`config.mk`:
```
export PLATFORM = sky130hd
export DESIGN_NAME = pacman_clk_rst_seq
export DESIGN_NICKNAME = d
export VERILOG_FILES = /design/src/rtl/pacman_clk_pkg.sv /design/src/rtl/pacman_sync_ff.sv /design/src/rtl/pacman_clk_rst_seq.sv
export SDC_FILE = /design/constraint.sdc
export NUM_CORES = 1
export LEC_CHECK = 0
export CAP_MARGIN = 40
export CORE_MARGIN = 2
export CORE_UTILIZATION = 50
export DETAILED_ROUTE_END_ITERATION = 10
export HOLD_SLACK_MARGIN = 0.02
export PLACE_DENSITY = 0.78
export SLEW_MARGIN = 30
export SYNTH_ARGS = -nofsm -noshare
export SYNTH_HDL_FRONTEND = slang
export SYNTH_SLANG_ARGS = --single-unit
```
`constraint.sdc`:
```
create_clock -name clk -period 2.3 [get_ports clk]
set_input_delay 0.345 -clock clk [delete_from_list [all_inputs] [get_ports clk]]
set_output_delay 0.345 -clock clk [all_outputs]
set_load 0.03 [all_outputs]
```
`src/rtl/pacman_clk_pkg.sv`:
```
// Shared encoding and sizing helpers for the Pac-Man clock/reset sequencer.
package pacman_clk_pkg;

  typedef enum logic [1:0] {
    WAIT_LOCK = 2'd0,
    HOLD      = 2'd1,
    RUN       = 2'd2
  } seq_state_t;

  // Counter width for a modulus n; a 1-bit counter is kept even when n==1.
  function automatic int cnt_width(input int n);
    return (n > 1) ? $clog2(n) : 1;
  endfunction

endpackage

```
`src/rtl/pacman_sync_ff.sv`:
```
// N-stage synchroniser for a single asynchronous bit; latency N clk, no backpressure.
module pacman_sync_ff #(
  parameter int N = 2
) (
  input  logic clk,
  input  logic reset_n,
  input  logic d,
  output logic q
);

  logic [N-1:0] chain;

  always_ff @(posedge clk or negedge reset_n) begin
    if (!reset_n) chain <= '0;
    else          chain <= {chain[N-2:0], d};
  end

  assign q = chain[N-1];

endmodule

```
`src/rtl/pacman_clk_rst_seq.sv`:
```
// PLL-lock driven core reset stretcher plus pixel/CPU clock-enable dividers.
// core_reset releases SYNC_STAGES+LOCK_FILTER+HOLD_CYCLES edges after lock; no backpressure.
module pacman_clk_rst_seq
  import pacman_clk_pkg::*;
#(
  parameter int SYNC_STAGES = 2,
  parameter int LOCK_FILTER = 16,
  parameter int HOLD_CYCLES = 1024,
  parameter int PIX_DIV     = 4,
  parameter int CPU_DIV     = 2
) (
  input  logic clk,
  input  logic reset_n,
  input  logic pll_lock,
  output logic core_reset,
  output logic ready,
  output logic ce_pix,
  output logic ce_cpu
);

  localparam int FW = cnt_width(LOCK_FILTER);
  localparam int HW = cnt_width(HOLD_CYCLES);
  localparam int PW = cnt_width(PIX_DIV);
  localparam int CW = cnt_width(CPU_DIV);

  localparam logic [FW-1:0] FILT_LAST = FW'(LOCK_FILTER - 1);
  localparam logic [HW-1:0] HOLD_LAST = HW'(HOLD_CYCLES - 1);
  localparam logic [PW-1:0] PIX_LAST  = PW'(PIX_DIV - 1);
  localparam logic [CW-1:0] CPU_LAST  = CW'(CPU_DIV - 1);

  logic          lock_s;
  seq_state_t    state, state_nx;
  logic [FW-1:0] filt_cnt, filt_nx;
  logic [HW-1:0] hold_cnt, hold_nx;
  logic [PW-1:0] pix_cnt;
  logic [CW-1:0] cpu_cnt;
  logic          in_wait;
  logic          pix_wrap;

  pacman_sync_ff #(.N(SYNC_STAGES)) u_lock_sync (
    .clk     (clk),
    .reset_n (reset_n),
    .d       (pll_lock),
    .q       (lock_s)
  );

  always_comb begin
    state_nx = state;
    filt_nx  = filt_cnt;
    hold_nx  = hold_cnt;
    case (state)
      WAIT_LOCK: begin
        if (!lock_s) begin
          filt_nx = '0;
        end else if (filt_cnt == FILT_LAST) begin
          state_nx = HOLD;
          hold_nx  = '0;
        end else begin
          filt_nx = filt_cnt + 1'b1;
        end
      end
      HOLD: begin
        if (!lock_s) begin
          state_nx = WAIT_LOCK;
          filt_nx  = '0;
        end else if (hold_cnt == HOLD_LAST) begin
          state_nx = RUN;
        end else begin
          hold_nx = hold_cnt + 1'b1;
        end
      end
      RUN: begin
        if (!lock_s) begin
          state_nx = WAIT_LOCK;
          filt_nx  = '0;
        end
      end
      default: begin
        state_nx = WAIT_LOCK;
        filt_nx  = '0;
      end
    endcase
  end

  // Dividers key off the next state so a drop to WAIT_LOCK suppresses a coincident wrap.
  assign in_wait  = (state_nx == WAIT_LOCK);
  assign pix_wrap = !in_wait && (pix_cnt == PIX_LAST);

  always_ff @(posedge clk or negedge reset_n) begin
    if (!reset_n) begin
      state      <= WAIT_LOCK;
      filt_cnt   <= '0;
      hold_cnt   <= '0;
      core_reset <= 1'b1;
      ready      <= 1'b0;
    end else begin
      state      <= state_nx;
      filt_cnt   <= filt_nx;
      hold_cnt   <= hold_nx;
      core_reset <= (state_nx != RUN);
      ready      <= (state_nx == RUN);
    end
  end

  always_ff @(posedge clk or negedge reset_n) begin
    if (!reset_n) begin
      pix_cnt <= '0;
      cpu_cnt <= '0;
      ce_pix  <= 1'b0;
      ce_cpu  <= 1'b0;
    end else if (in_wait) begin
      pix_cnt <= '0;
      cpu_cnt <= '0;
      ce_pix  <= 1'b0;
      ce_cpu  <= 1'b0;
    end else begin
      pix_cnt <= pix_wrap ? '0 : pix_cnt + 1'b1;
      ce_pix  <= pix_wrap;
      ce_cpu  <= pix_wrap && (cpu_cnt == CPU_LAST);
      if (pix_wrap) cpu_cnt <= (cpu_cnt == CPU_LAST) ? '0 : cpu_cnt + 1'b1;
    end
  end

endmodule
```
==> metrics.txt <==
largest net degree at the start of global routing=26; Total Routing Usage GR=18.60%; clk_lat worst skew=320 ps; CP Class=reg -> reg; WHS=370.3 ps; FF/Latch Area=626.9 µm²; Reg power frac=67.3%; CP Buf/Inv Count=2; core area=2477 µm²; P_sw=0.1504 mW; critical-path maximum fanout=10; DRC=0; r2r setup slk=340 ps; EDFF count, synth=0; outcome=finished clean; Final HPWL DP=1694 µm; Worst path most repeated cell=inv_1; nets@finish=144; FP Rows=18; DR vias=967; Die Ht=55.09 µm; worst vdd ir=415.1 µV; Top delay family on crit path=simple AND/OR/NAND/NOR gates; Gate power share=4.0%; Yosys top cell area share=46.02%; Syn Area/Cell=10.36 µm²; die area=3035 µm²; RSZ-0062 raised after global routing=false; # fillers=222; area of the mapped netlist=1305 µm²; clk buf depth=2; Resize count post-CTS=0; Post CTS Setup Buffer Count=0; slew margin rel.=71.51%; number of global-route vias before repair=903; area occupied by multi-input gates=623.1 µm²; CTS tree=yes; switching share of power=22.31%; routed wire length=2316 µm; register area share after synthesis=48.03%; GP Congestion=0.7855; max-cap violation count=0; asr flop ratio synth=100.0%; Max Clk Rate=510.3 MHz; I/O pins=7; yosys warns=0; initial antenna violation count=0; routed len/inst=14.21 µm; Hold Crit Class=in -> async; critical-path cell list=inv_1 > ha_1 > inv_1 > a21o_1 > or3_1 > a211oi_2; total CTS buffers=3; final instance area=1409 µm²; Top FF cell, synth=dfrtp_1; clock share of power=28.7%; Worst Path Arrival=2210 ps; Worst R2R Path Depth=6; Layout Skew=2.032 ps; Initial Utilization=52.68%; pwr dens=478.3 nW/µm²; internal power=0.5235 mW; dpl cell area=1381 µm²; final setup violation count=0; Clock transition at path regs=130 ps; CTS Hold Bufs=0; clock sink total=25; vias per std cell=5.933; Period minus WS final=1960 ps; area growth from synthesis to layout=7.958%; Syn Nets=136; critical path endpoint category=register; Leak=0.7278 nW; CP peak stage delay=470 ps; Synth Instances=126; Worst Tran Pin Value=425.1 ps; fin crit share=85.20%; first-pass GRT wire length=3946 µm; Netlist cell types=36; Worst R2R Start=state[0]; Final Slew Violations=0; worst reg2reg path endpoint=pix_cnt[0]; # H-tree levels=1; synth top area cells=dfrtp_1 (46%), ha_1 (6.7%), mux2i_1 (5.4%), nand3_1 (3.5%), nand2_1 (3.5%); initial DRC count=33; cell taking the most area after synthesis=dfrtp_1; Seq cells post-synth=25; startpoint types=register; grt total ovfl=0; Final Hold Violating Endpoints=0; slowest CP cell=or3_1; root buf cell=clkbuf_4; Antenna Violating Nets Remaining=0; proportion of layout cells with a drive suffix above 1=7.519%; Setup TNS Final=0 ps; IO buf count=6; ant diodes=0; Pre-Repair DR Iteration Count=4; die width=55.09 µm; Worst EP required=2550 ps; Total Power=0.6738 mW
layout make-up:
cell class / count / area share (%)
tap: 30 / 2.664
clock buffer: 3 / 1.599
clock inverter: 1 / 0.3552
inverter: 7 / 1.865
timing repair buffer: 7 / 4.796
multi-input combinational: 90 / 44.23
sequential: 25 / 44.49
placed cells by master, fill, tap and decap left out, types with 3 or more instances in the layout:
| cell type | count |
|---|---|
| clkbuf_4 | 3 |
| and3_1 | 6 |
| mux2i_1 | 7 |
| nand2_1 | 12 |
| dfrtp_1 | 24 |
| clkdlybuf4s50_1 | 6 |
| o21ai_0 | 4 |
| nor2b_1 | 4 |
| a21oi_1 | 8 |
| nand3_1 | 9 |
| inv_1 | 7 |
| ha_1 | 7 |
| nand4_1 | 3 |
| nor2_1 | 3 |
flip-flops by register name, indices dropped and copies added, names as in the netlist:
name               count
ce_cpu                 1
ce_pix                 1
core_reset             1
cpu_cnt                1
filt_cnt               4
hold_cnt              10
pix_cnt                2
ready                  1
state                  2
u_lock_sync.chain      2
synthesized netlist by cell type (all sizes together), types with 2 or more instances:
library cell  instances
and3                  6
ha                    7
buf                   4
mux2i                 7
nand3                 9
dfrtp                24
nand4                 3
a21boi                3
nor2b                 4
a21oi                 8
a31o                  2
inv                   7
a21o                  2
nor2                  3
nand3b                2
and4                  2
nand2                12
or3                   2
a211oi                2
nand2b                2
o21ai                 4
kinds of logic (layout without fill, tap and decap cells):
kind of cell	Yosys count	after routing	synth area share, %
AND/OR/NAND/NOR	48	48	20.23
AO/OA/AOI/OAI	26	26	13.90
flip-flops	25	25	48.04
buffers and inverters	11	18	4.219
multiplexers	8	8	6.232
adder cells (fa/ha/maj)	7	7	6.711
XOR/XNOR	1	1	0.6713
per-stage QoR:
step | cells | worst slack (ps) | utilization, %
6_report | 163 | 340.4 | 56.87
5_1_grt | 163 | 221.9 | 56.87
4_1_cts | 163 | 332.8 | 56.87
3_5_place_dp | 159 | 360.2 | 55.76
3_3_place_gp | 159 | 464.9 | 55.76
2_1_floorplan | 126 | 584.2 | -
how the worst max path moves through the flow:
stage,start,endpoint,slack [ps],cells past startpoint
floorplan,state[0],pix_cnt[0],580,8
global placement,state[0],pix_cnt[0],460,6
detailed placement,state[0],pix_cnt[0],360,6
CTS,state[0],pix_cnt[0],330,6
global route,state[0],pix_cnt[0],220,6
finish,state[0],pix_cnt[0],340,6
per-layer routing:
| layer | part of all wire, % | global-route usage, % | up-vias |
|---|---|---|---|
| met5 | 0 | 0 | - |
| met4 | 1.5 | 8.130 | 0 |
| met1 | 46 | 24.65 | 472 |
| met3 | 3.2 | 3.226 | 5 |
| met2 | 49 | 29.96 | 19 |
| li1 | - | - | 471 |
power groups by stage:
stage                     registers (mW)  clock network [mW]  logic [mW]
after floorplan                    0.458                   0      0.0146
after global placement             0.461                   0      0.0269
after detailed placement           0.462                   0      0.0278
after CTS                          0.453               0.200      0.0280
after global routing               0.454               0.223      0.0315
final                              0.453               0.194      0.0271
Power figures use the tool's default switching activity.
